`src/rtl/fetch_arbiter.sv`:
```
// fetch_arbiter
//   Shares one single-port instruction memory (1-cycle registered read)
//   between NUM_REQ fetch ports using round-robin arbitration. A host can
//   take over the memory for program loading. A saturating counter records
//   cycles in which two or more ports competed for a grant.
//
// Ports
//   clk, reset (async, active-low)
//   req_valid / req_addr      : per-port fetch request and packed addresses
//   req_ready                 : one-hot combinational grant
//   req_data / req_data_valid : shared read data, registered one-hot owner
//   load_req / load_ack       : host program-load handshake
//   host_we/host_addr/host_wdata : host write port (used only in load mode)
//   mem_en/mem_we/mem_addr/mem_wdata/mem_rdata : instruction BRAM port
//   clear_stats / conflict_count : conflict statistics
//
// state  | meaning
// S_RUN  | round-robin arbitration between fetch ports
// S_LOAD | host owns the memory, fetch grants suspended
module fetch_arbiter #(
  parameter int NUM_REQ           = 4,
  parameter int MEMORY_WIDTH      = 16,
  parameter int MEMORY_ADDR_WIDTH = 11,
  parameter int CNT_WIDTH         = 16
) (
  input  logic                                   clk,
  input  logic                                   reset,
  input  logic [NUM_REQ-1:0]                     req_valid,
  input  logic [NUM_REQ*MEMORY_ADDR_WIDTH-1:0]   req_addr,
  output logic [NUM_REQ-1:0]                     req_ready,
  output logic [MEMORY_WIDTH-1:0]                req_data,
  output logic [NUM_REQ-1:0]                     req_data_valid,
  input  logic                                   load_req,
  output logic                                   load_ack,
  input  logic                                   host_we,
  input  logic [MEMORY_ADDR_WIDTH-1:0]           host_addr,
  input  logic [MEMORY_WIDTH-1:0]                host_wdata,
  output logic                                   mem_en,
  output logic                                   mem_we,
  output logic [MEMORY_ADDR_WIDTH-1:0]           mem_addr,
  output logic [MEMORY_WIDTH-1:0]                mem_wdata,
  input  logic [MEMORY_WIDTH-1:0]                mem_rdata,
  input  logic                                   clear_stats,
  output logic [CNT_WIDTH-1:0]                   conflict_count
);

  localparam int PTR_W = (NUM_REQ > 1) ? $clog2(NUM_REQ) : 1;

  typedef enum logic {
    S_RUN  = 1'b0,
    S_LOAD = 1'b1
  } state_t;

  state_t                   state_q, state_d;
  logic [PTR_W-1:0]         rr_ptr_q, rr_ptr_d;
  logic [NUM_REQ-1:0]       rdv_q;
  logic [CNT_WIDTH-1:0]     cnt_q, cnt_d;

  logic                     grant_any;
  logic [PTR_W-1:0]         grant_idx;
  logic [NUM_REQ-1:0]       grant_oh;
  logic                     multi_req;
  logic                     arb_en;
  logic [MEMORY_ADDR_WIDTH-1:0] sel_addr;

  // Round-robin search starting at rr_ptr; the index wraps modulo NUM_REQ
  // so non-power-of-two port counts work too.
  always_comb begin
    int idx;
    int pc;
    idx       = 0;
    pc        = 0;
    grant_any = 1'b0;
    grant_idx = '0;
    for (int k = 0; k < NUM_REQ; k++) begin
      idx = int'(rr_ptr_q) + k;
      if (idx >= NUM_REQ) idx = idx - NUM_REQ;
      if (!grant_any && req_valid[idx[PTR_W-1:0]]) begin
        grant_any = 1'b1;
        grant_idx = idx[PTR_W-1:0];
      end
      if (req_valid[k]) pc = pc + 1;
    end
    multi_req = (pc >= 2);
  end

  always_comb begin
    sel_addr = '0;
    for (int k = 0; k < NUM_REQ; k++) begin
      if (grant_idx == PTR_W'(k)) sel_addr = req_addr[k*MEMORY_ADDR_WIDTH +: MEMORY_ADDR_WIDTH];
    end
  end

  // reset is folded into the combinational outputs so nothing is granted
  // or written while the block is held in reset.
  assign arb_en   = reset && (state_q == S_RUN) && !load_req;
  assign load_ack = reset && (state_q == S_LOAD);

  always_comb begin
    grant_oh = '0;
    if (arb_en && grant_any) grant_oh[grant_idx] = 1'b1;
  end

  assign req_ready      = grant_oh;
  assign req_data       = mem_rdata;
  assign req_data_valid = rdv_q;
  assign conflict_count = cnt_q;

  assign mem_en    = load_ack ? host_we : (|grant_oh);
  assign mem_we    = load_ack & host_we;
  assign mem_addr  = load_ack ? host_addr : ((|grant_oh) ? sel_addr : '0);
  assign mem_wdata = load_ack ? host_wdata : '0;

  always_comb begin
    state_d  = state_q;
    rr_ptr_d = rr_ptr_q;
    cnt_d    = cnt_q;
    case (state_q)
      S_RUN:   if (load_req)  state_d = S_LOAD;
      S_LOAD:  if (!load_req) state_d = S_RUN;
      default: state_d = S_RUN;
    endcase
    if (|grant_oh) begin
      rr_ptr_d = (grant_idx == PTR_W'(NUM_REQ - 1)) ? '0 : grant_idx + PTR_W'(1);
    end
    if (clear_stats) begin
      cnt_d = '0;
    end else if ((|grant_oh) && multi_req && !(&cnt_q)) begin
      cnt_d = cnt_q + CNT_WIDTH'(1);
    end
  end

  always_ff @(posedge clk or negedge reset) begin
    if (!reset) begin
      state_q  <= S_RUN;
      rr_ptr_q <= '0;
      rdv_q    <= '0;
      cnt_q    <= '0;
    end else begin
      state_q  <= state_d;
      rr_ptr_q <= rr_ptr_d;
      rdv_q    <= grant_oh;
      cnt_q    <= cnt_d;
    end
  end

endmodule

```
`config.mk`:
```
export PLATFORM = sky130hd
export DESIGN_NAME = fetch_arbiter
export DESIGN_NICKNAME = d
export VERILOG_FILES = /design/src/rtl/fetch_arbiter.sv
export SDC_FILE = /design/constraint.sdc
export NUM_CORES = 1
export LEC_CHECK = 0
export BUFFER_PORTS_ARGS = -buffer_cell sky130_fd_sc_hd__buf_2
export CORE_MARGIN = 3
export CORE_UTILIZATION = 45
export CTS_BUF_LIST = sky130_fd_sc_hd__clkbuf_4
export CTS_CLUSTER_SIZE = 20
export DETAILED_ROUTE_END_ITERATION = 8
export PLACE_DENSITY = 0.88
export SYNTH_ARGS = -nofsm -noshare
export SYNTH_HDL_FRONTEND = slang
export SYNTH_SLANG_ARGS = --single-unit
```
`constraint.sdc`:
```
create_clock -name clk -period 7.6 [get_ports clk]
set_clock_uncertainty 0.05 [all_clocks]
set_input_delay 1.52 -clock clk [delete_from_list [all_inputs] [get_ports clk]]
set_output_delay 1.52 -clock clk [all_outputs]
set_load 0.1 [all_outputs]
```
Yosys cells after proc, flatten, opt, wreduce, memory -nomap -nowiden
Cells that the tools add are included.
W data, S select, Z words.
{ "word_totals": {"register_bits": 23, "in_bits": 96, "elab_cells": 90} }
{ "classes": {"addsub": 12, "bitwise": 2, "mux": 39, "magnitude_cmp": 11, "n_eq_ne": 3, "n_reduce_logical": 19} }
{ "op_table": {"columns": ["cell", "n"], "rows": [
  ["$add A32 B2 Y32 const B", 3],
  ["$mux W32", 3],
  ["$mux W11", 6],
  ["$mux W16", 3],
  ["$ge A32 B3 Y1 const B", 1],
  ["$mux W2", 9],
  ["$add A16 B1 Y16 const B", 1],
  ["$reduce_and A16 Y1", 1],
  ["$lt A2 B3 Y1 const B", 5],
  ["$mux W1", 12],
  ["$logic_and A1 B1 Y1", 10],
  ["$ge A3 B3 Y1 const B", 3],
  ["$bmux W1 S2", 4],
  ["$sub A2 B1 Y2 const B", 4],
  ["$add A2 B2 Y3 const B", 2],
  ["$logic_not A1 Y1", 5],
  ["$eq A2 B2 Y1 const B", 2],
  ["$mux W4", 1],
  ["$reduce_or A4 Y1", 1],
  ["$add A2 B1 Y3 const B", 1],
  ["$ge A2 B3 Y1 const B", 1],
  ["$add A2 B1 Y2 const B", 1],
  ["$demux W1 S2", 1],
  ["$eq A2 B1 Y1 const B", 1],
  ["other kinds (5)", 5]
]} }

Depth between registers and ports, before layout
Gate-level depths: netlist (run 1).
{ "logic_depth": {"word_depth": 24, "ltp_mapped": 13, "ltp_nobuf": 11} }

Worst setup path after synthesis (run 1)
No wires, ideal clock.
{ "synth_timing": {"path_kind": "input to output", "from": "input req_valid[2]", "to": "output mem_addr[2]", "slack_ns": 2.097, "path_buffers": 2, "stages": 9, "arrival_ns": 3.933, "path_cell_list": "buf_4 -> mux2i_1 -> nor2_1 -> nor3_1 -> ha_1 -> nor4_1 -> nor4_4 -> clkbuf_1 -> a22o_1"} }
{ "synth_via": {"elab_chain_cells": 20} }
{ "synth_lines": {"columns": ["item", "line_no", "text"], "rows": [
  ["start: declaration", "28", "input logic [NUM_REQ-1:0] req_valid,"],
  ["$bmux W1 S2", "78", "if (!grant_any && req_valid[idx[PTR_W-1:0]]) begin"],
  ["$mux W1 (not written as such)", "78", null],
  ["$mux W1", "78", null],
  ["$logic_not A1 Y1", "78", null],
  ["$logic_and A1 B1 Y1", "78", null],
  ["$mux W1", "78", null],
  ["$logic_not A1 Y1", "78", null],
  ["$logic_and A1 B1 Y1", "78", null],
  ["(+3 left out)", null, null],
  ["$mux W2", "78", null],
  ["$lt A2 B3 Y1 (not written as such) / $ge A2 B1 Y1 (equally long branches)", "101", "if (arb_en && grant_any) grant_oh[grant_idx] = 1'b1;"],
  ["$logic_and A1 B1 Y1 (not written as such)", "101", null],
  ["$mux W1 (not written as such)", "101", null],
  ["$demux W1 S2", "101", null],
  ["$mux W4", "101", null],
  ["$reduce_or A4 Y1", "111", "assign mem_addr = load_ack ? host_addr : ((|grant_oh) ? sel_addr : '0);"],
  ["$mux W11 * (2 in series)", "111", null],
  ["end: declaration", "40", "output logic [MEMORY_ADDR_WIDTH-1:0] mem_addr,"]
]} }
Every way passes the cells marked *; elsewhere a longest branch is shown, timed or not. The select of a mux whose other input is x is not followed.

Final worst setup path (run 1)
Same ends and word-level chain as after synthesis.

==> results.md, run 1 <==
* Upper clock frequency limit at 0.166 GHz
* Wire length after detailed routing at about 6400 µm
* Number of global-route vias before repair at approximately 2,200
* Reg clk slew, reported paths at ~0.13 ns
* Total negative slack for setup checks at 0 ns
* Net count after synthesis at approximately 380
* IR drop worst, VDD at about 0.00018 V
* Worst min-delay path class: reg -> reg
* Final core area utilization at between 60% and 70%
* Synth area leader: dfrtp_1
* Critical R2R Launch: rr_ptr_q[1]
* Antenna violations before repair at 0
* Area of the die at between 0.005 and 0.006 mm²
* Max incr delay on CP at 0.67 ns
* Category of cells accounting for the largest share of critical-path delay: simple AND/OR/NAND/NOR gates
* Number of antenna cells inserted at 0
* Element type at the critical path end: output pin
* Final number of max-transition violations at 0
* Global router's overall resource usage at roughly a fifth
* Average footprint of a synthesized cell at approximately 8 µm²
* Largest fanout on the critical path at 24
* Clock sink count at 23
* Area added between synthesis and finish at 25.4%
* Stages on worst setup path at 9
* Final Cycle Share at between 70% and 80%
* Clock Latency Late Sink at just over 0.3 ns
* Endpoint of the worst-slack reg-to-reg timing path: conflict_count[4]
* CP Cell Sequence: buf_2, mux2i_1, nor2_1, nor3_1, ha_1, nor4_1, nor4_4, a22o_1, buf_2
* WP data required at around 6.0 ns
* Kind of start point of the critical path: input pin
* Slowest-stage cell, CP: ha_1
* RSZ-0062 raised after global routing: false
* Placeable core region at about 0.0046 mm²
* Count leader, synth: a21oi_1
* DP Wirelength at 4970 µm
* Final setup viols at 0
* Number of nets with antenna violations after detailed routing at 0
* Cell with the most instances on the worst path: buf_2
* Cell at the root of the clock tree: clkbuf_4
* Row Count at 24
* Layout filler cell count at roughly 430
* Setup CP Type: in -> out
* Arrival time of data at the critical path endpoint at between 4 and 5 ns
* Final estimated routing congestion in global placement at between 0.8 and 0.9
* Top flip-flop cell by instance count after synthesis: dfrtp_1
* I/O pins at 166
* Timing endpoint of the critical path: mem_addr[2]
* Ratio of cells with drive above 1 in the final layout at between 40% and 50%
* Pin count of the biggest net entering global routing at 43
* Post-synthesis async set-or-reset flop share at 100%
* Number of optimization iterations in the first detailed-route pass at 4
* Synth warnings at 0
* Outcome: finished clean
* Hold Buf Count CTS at 0
* Post-synthesis sequential area ratio at roughly a quarter
* Launching instance or port of the critical path: req_valid[2]
* Routed WL per cell at between 10 and 15 µm
* Total number of nets in the final design at approximately 500
* CTS tree: built
* Dominant cells by area after synthesis: dfrtp_1 (26%), a21oi_1 (7.9%), buf_4 (5.7%)
* Worst-case headroom to the max-slew limit at 32.2%
* Cts bufs inserted at 3
* Total number of vias at 2,408
* Top-area cell type share of the netlist area at between 20% and 30%
* Chip Height at roughly 76 µm
* Number of synthesized flops with an enable pin at 0
* Depth of the worst register-to-register path at 9
* Static power due to leakage at between 1 and 1.5 nW
* Max-Cap Viols at 0
* Port-buffer cells at 133
* Flip-flop and latch count after synthesis at 23
* Global-route wire length before repair at about 10,000 µm
* Number of distinct library cell variants in the gate-level netlist after synthesis at 46
* R2R setup slack at 3.55 ns
* Synthesized area at ~0.0022 mm²
* Width of the die at 76.4 µm
* Initial Util at 48.8%
* Total DRC errors in the routed layout at 0
* Vias per std cell at about 5.4
* Total global routing overflow at 0
* # Post-CTS Setup Buffers at 0
* Post-Synthesis Cells at 276
* Number of DRC violations after detailed-routing iteration 0 at about 140
* H-Tree Level Count at 1
* Max Buffers Root-to-Sink at 2
* Post-synth top cells: a21oi_1 (35), nand2_1 (33), dfrtp_1 (23)
* Min Tclk post-route at 6.02 ns
* CTS-repair resized insts at 0
* Power per cell area at 181 mW/mm²
* Worst Max-Slew Pin Slew at roughly 1.0 ns
* Final Hold Viols at 0
* Critical path buffers and inverters at 2
routing by layer:
metal	wire, µm	share of wire [%]	global-route usage, %	vias to the layer above
met5	0	0	0	-
met4	69	1.1	6.16	0
met3	362	5.6	2.60	14
met2	3170	49	35.8	87
met1	2810	44	27.4	1113
li1	-	-	-	1194
layout make-up:
cell class | instances | area, µm² | area share (%)
multi-input cells | 213 | 1410 | 50.5
repair buffers | 134 | 673 | 24.1
flip-flops and latches | 23 | 576 | 20.6
well taps | 65 | 81.3 | 2.91
clock buffers | 4 | 30.0 | 1.08
inverters | 6 | 22.5 | 0.806
cells in the final DEF (no fill, tap or decap), drive strengths merged, types with 8 or more instances in the layout:
master / instances
a22o: 11
or4: 9
buf: 134
nand3b: 11
o31ai: 8
dfrtp: 23
nand2: 33
a21oi: 35
o21ai: 14
nor2: 11
nand3: 8
ha: 9
and3: 17
logic make-up after synthesis:
family          Yosys count  share of synthesized area, %
mux                       7                          4.33
simple gates            122                          33.1
buf+inv                  40                          10.8
xor+xnor                  2                         0.787
compound gates           73                          20.1
flops                    23                          25.8
fa+ha+maj                 9                          5.06
state kept, by name (all words and copies together) (netlist names):
| signal | count |
|---|---|
| conflict_count | 16 |
| req_data_valid | 4 |
| rr_ptr_q | 2 |
| state_q | 1 |
how the worst min path moves through the flow:
| stage | endpoint | from | cells past startpoint | slack [ns] |
|---|---|---|---|---|
| 2_1_floorplan | rr_ptr_q[0] | rr_ptr_q[0] | 2 | 0.49 |
| 3_5_place_dp | conflict_count[13] | conflict_count[13] | 2 | 0.52 |
| 3_3_place_gp | conflict_count[13] | conflict_count[13] | 2 | 0.52 |
| 5_1_grt | conflict_count[10] | conflict_count[10] | 2 | 0.59 |
| 6_report | conflict_count[13] | conflict_count[13] | 2 | 0.54 |
| 4_1_cts | conflict_count[13] | conflict_count[13] | 2 | 0.54 |
power breakdown:
part           switching [mW]  leakage (nW)  internal, mW
clock                  0.0360        0.0184        0.0240
sequential            0.00928         0.314         0.129
combinational           0.216          1.11        0.0903
tightest hold or removal path, cell delays in order (launching register included):
cell     delay, ns
dfrtp_1       0.43
o31ai_1       0.08
a21oi_1       0.06
stage by stage:
stage | hold WS [ns] | instance area [µm²] | setup WS, ns | power [mW] | std cells
finish | 0.535 | 2790 | 1.58 | 0.505 | 445
global route | 0.592 | 2790 | 1.26 | 0.543 | 445
CTS | 0.541 | 2790 | 1.59 | 0.508 | 445
detailed placement | 0.522 | 2760 | 1.60 | 0.446 | 441
global placement | 0.519 | 2760 | 1.74 | 0.439 | 441
floorplan | 0.486 | 2230 | 2.10 | 0.422 | 276
(Power assumes the default switching activity.)
==> inputs of run 2 (changes only) <==
Settings changed: CORE_UTILIZATION 45 to 42, PLACE_DENSITY 0.88 to 0.83.
Clock period 7.6 ns to 5.8 ns, I/O delays scaled along.
==> results.md, run 2 (synthesized netlist as in run 1, its figures left out) <==
* Sink of the worst hold path: conflict_count[13]
* Max incr delay on CP at between 0.6 and 0.7 ns
* Depth of the worst register-to-register path at 10
* Final estimated routing congestion in global placement at roughly 0.85
* Row Count at 25
* IR drop worst, VDD at 0.000154 V
* Initial Util at about 45%
* Placeable core region at around 0.0049 mm²
* Global-route wire length before repair at 10,400 µm
* Area of the die at 0.00621 mm²
* Max Buffers Root-to-Sink at 2
* Placement-stage cell area at around 0.0028 mm²
* DP Wirelength at slightly above 5000 µm
* Element type at the critical path end: output pin
* Number of antenna cells inserted at 0
* Antenna violations before repair at 0
* Worst Max-Slew Pin Slew at about 1.1 ns
* Layout filler cell count at 450
* Setup CP Type: in -> out
* Clock sink count at 23
* Worst min-delay path class: reg -> reg
* Global router's overall resource usage at between 15 and 20%
* WP data required at roughly 4.6 ns
* Routed WL per cell at ~14 µm
* CTS tree: built
* Wire length after detailed routing at between 6000 and 7000 µm
* Chip Height at a little under 80 µm
* Min Tclk post-route at between 4 and 5 ns
* Number of flip-flops in the largest register at 16
* Pin count of the biggest net entering global routing at 28
* Reg clk slew, reported paths at between 0.1 and 0.15 ns
* Slowest-stage cell, CP: ha_1
* Total number of vias at 2,499
* Total global routing overflow at 0
* Number of standard cells in the layout, taps in and fillers out at approximately 450
* H-Tree Level Count at 1
* Max-Cap Viols at 0
* Port-buffer cells at 133
* Hold path cells at 2
* Final setup viols at 0
* Largest fanout on the critical path at 24
* Number of nets with antenna violations after detailed routing at 0
* Endpoint of the worst-slack reg-to-reg timing path: conflict_count[7]
* Total negative slack for setup checks at 0 ns
* Area added between synthesis and finish at 26.9%
* Category of cells accounting for the largest share of critical-path delay: simple AND/OR/NAND/NOR gates
* R2R setup slack at roughly 2.3 ns
* Outcome: finished clean
* Cell at the root of the clock tree: clkbuf_4
* Ratio of cells with drive above 1 in the final layout at 41.9%
* Final Hold Viols at 0
* Critical path buffers and inverters at 3
* Kind of start point of the critical path: input pin
* Static power due to leakage at 1.46 nW
* CTS-repair resized insts at 0
* Most frequent cells in the layout: buf_2 (133), a21oi_1 (35), nand2_1 (33), dfrtp_1 (23), and3_1 (17)
* Placed cells at approximately 450
* Hold Buf Count CTS at 0
* Cts bufs inserted at 3
* Worst-case headroom to the max-slew limit at between 20% and 30%
* Total DRC errors in the routed layout at 0
* Upper clock frequency limit at ~0.20 GHz
* I/O pins at 166
* Width of the die at between 70 and 80 µm
* Power per cell area at 237 mW/mm²
* Total number of nets in the final design at ~500
* Area of all placed cells without fillers at 0.00283 mm²
* Final Cycle Share at ~86%
* Arrival time of data at the critical path endpoint at between 3 and 4 ns
* Cell with the most instances on the worst path: buf_2
* Critical R2R Launch: rr_ptr_q[1]
* # Post-CTS Setup Buffers at 0
* Number of optimization iterations in the first detailed-route pass at 4
* RSZ-0062 raised after global routing: false
* CP Cell Sequence: buf_2, mux2i_1, nor2_1, nor3_1, ha_1, nor4_1, nor4_4, buf_4, a22o_1, buf_2
* Number of global-route vias before repair at between 2,000 and 2,500
* Number of DRC violations after detailed-routing iteration 0 at slightly below 200
* Final number of max-transition violations at 0
* Vias per std cell at 5.54
* Start point of the worst min-delay path: conflict_count[13]
* Clock Latency Late Sink at between 0.3 and 0.4 ns
* Most frequent standard cell in the layout excluding fill and tap cells: buf_2
==> run 2: changes by cell type in the layout (fill, tap and decap cells not counted), sizes merged <==
cell  change
buf       +4
==> run 2: how the worst max path moves through the flow <==
| stage | from | endpoint | cells after the start |
|---|---|---|---|
| 3_5_place_dp | req_valid[2] | mem_addr[10] | 10 |
| 5_1_grt | req_valid[2] | mem_addr[7] | 10 |
| 2_1_floorplan | req_valid[2] | mem_addr[2] | 9 |
| 3_3_place_gp | req_valid[2] | mem_en | 12 |
| 4_1_cts | req_valid[2] | mem_addr[10] | 10 |
| 6_report | req_valid[2] | mem_addr[10] | 10 |
==> run 2: final cells by class <==
cell class	instances	area (µm²)	share of cell area [%]
Tap cell	67	83.8	2.97
Multi-Input combinational cell	213	1410	49.9
Sequential cell	23	576	20.4
Clock buffer	4	30.0	1.06
Inverter	6	22.5	0.797
Timing Repair Buffer	138	703	24.9
==> run 2: worst min-delay path: stages, from the launching register on <==
cell and delay (ns):
dfrtp_1 0.44, o31ai_1 0.08, a21oi_1 0.06
==> run 2: through the flow <==
step                      setup slack, ns  power, mW  util [%]  hold WS, ns
final                               0.831      0.668      57.5        0.555
after CTS                           0.821      0.674      57.5        0.557
after detailed placement            0.828      0.592      56.9        0.540
after global routing                0.499      0.718      57.5        0.585
after floorplan                      1.02      0.553         -        0.486
after global placement              0.894      0.582      56.9        0.524
==> run 2: where the power goes <==
part / leakage [nW] / switching [mW] / total, mW / internal (mW)
logic: 1.13 / 0.285 / 0.407 / 0.122
registers: 0.314 / 0.0124 / 0.182 / 0.170
clock network: 0.0184 / 0.0477 / 0.0792 / 0.0315
total: 1.46 / 0.345 / 0.668 / 0.323
==> run 2: routing by layer <==
layer | vias up | GRT usage [%] | share of wire (%)
li1 | 1198 | - | -
met1 | 1177 | 25.3 | 41
met2 | 114 | 35.7 | 51
met5 | - | 0 | 0
met3 | 10 | 1.93 | 7.2
met4 | 0 | 6.19 | 0.91
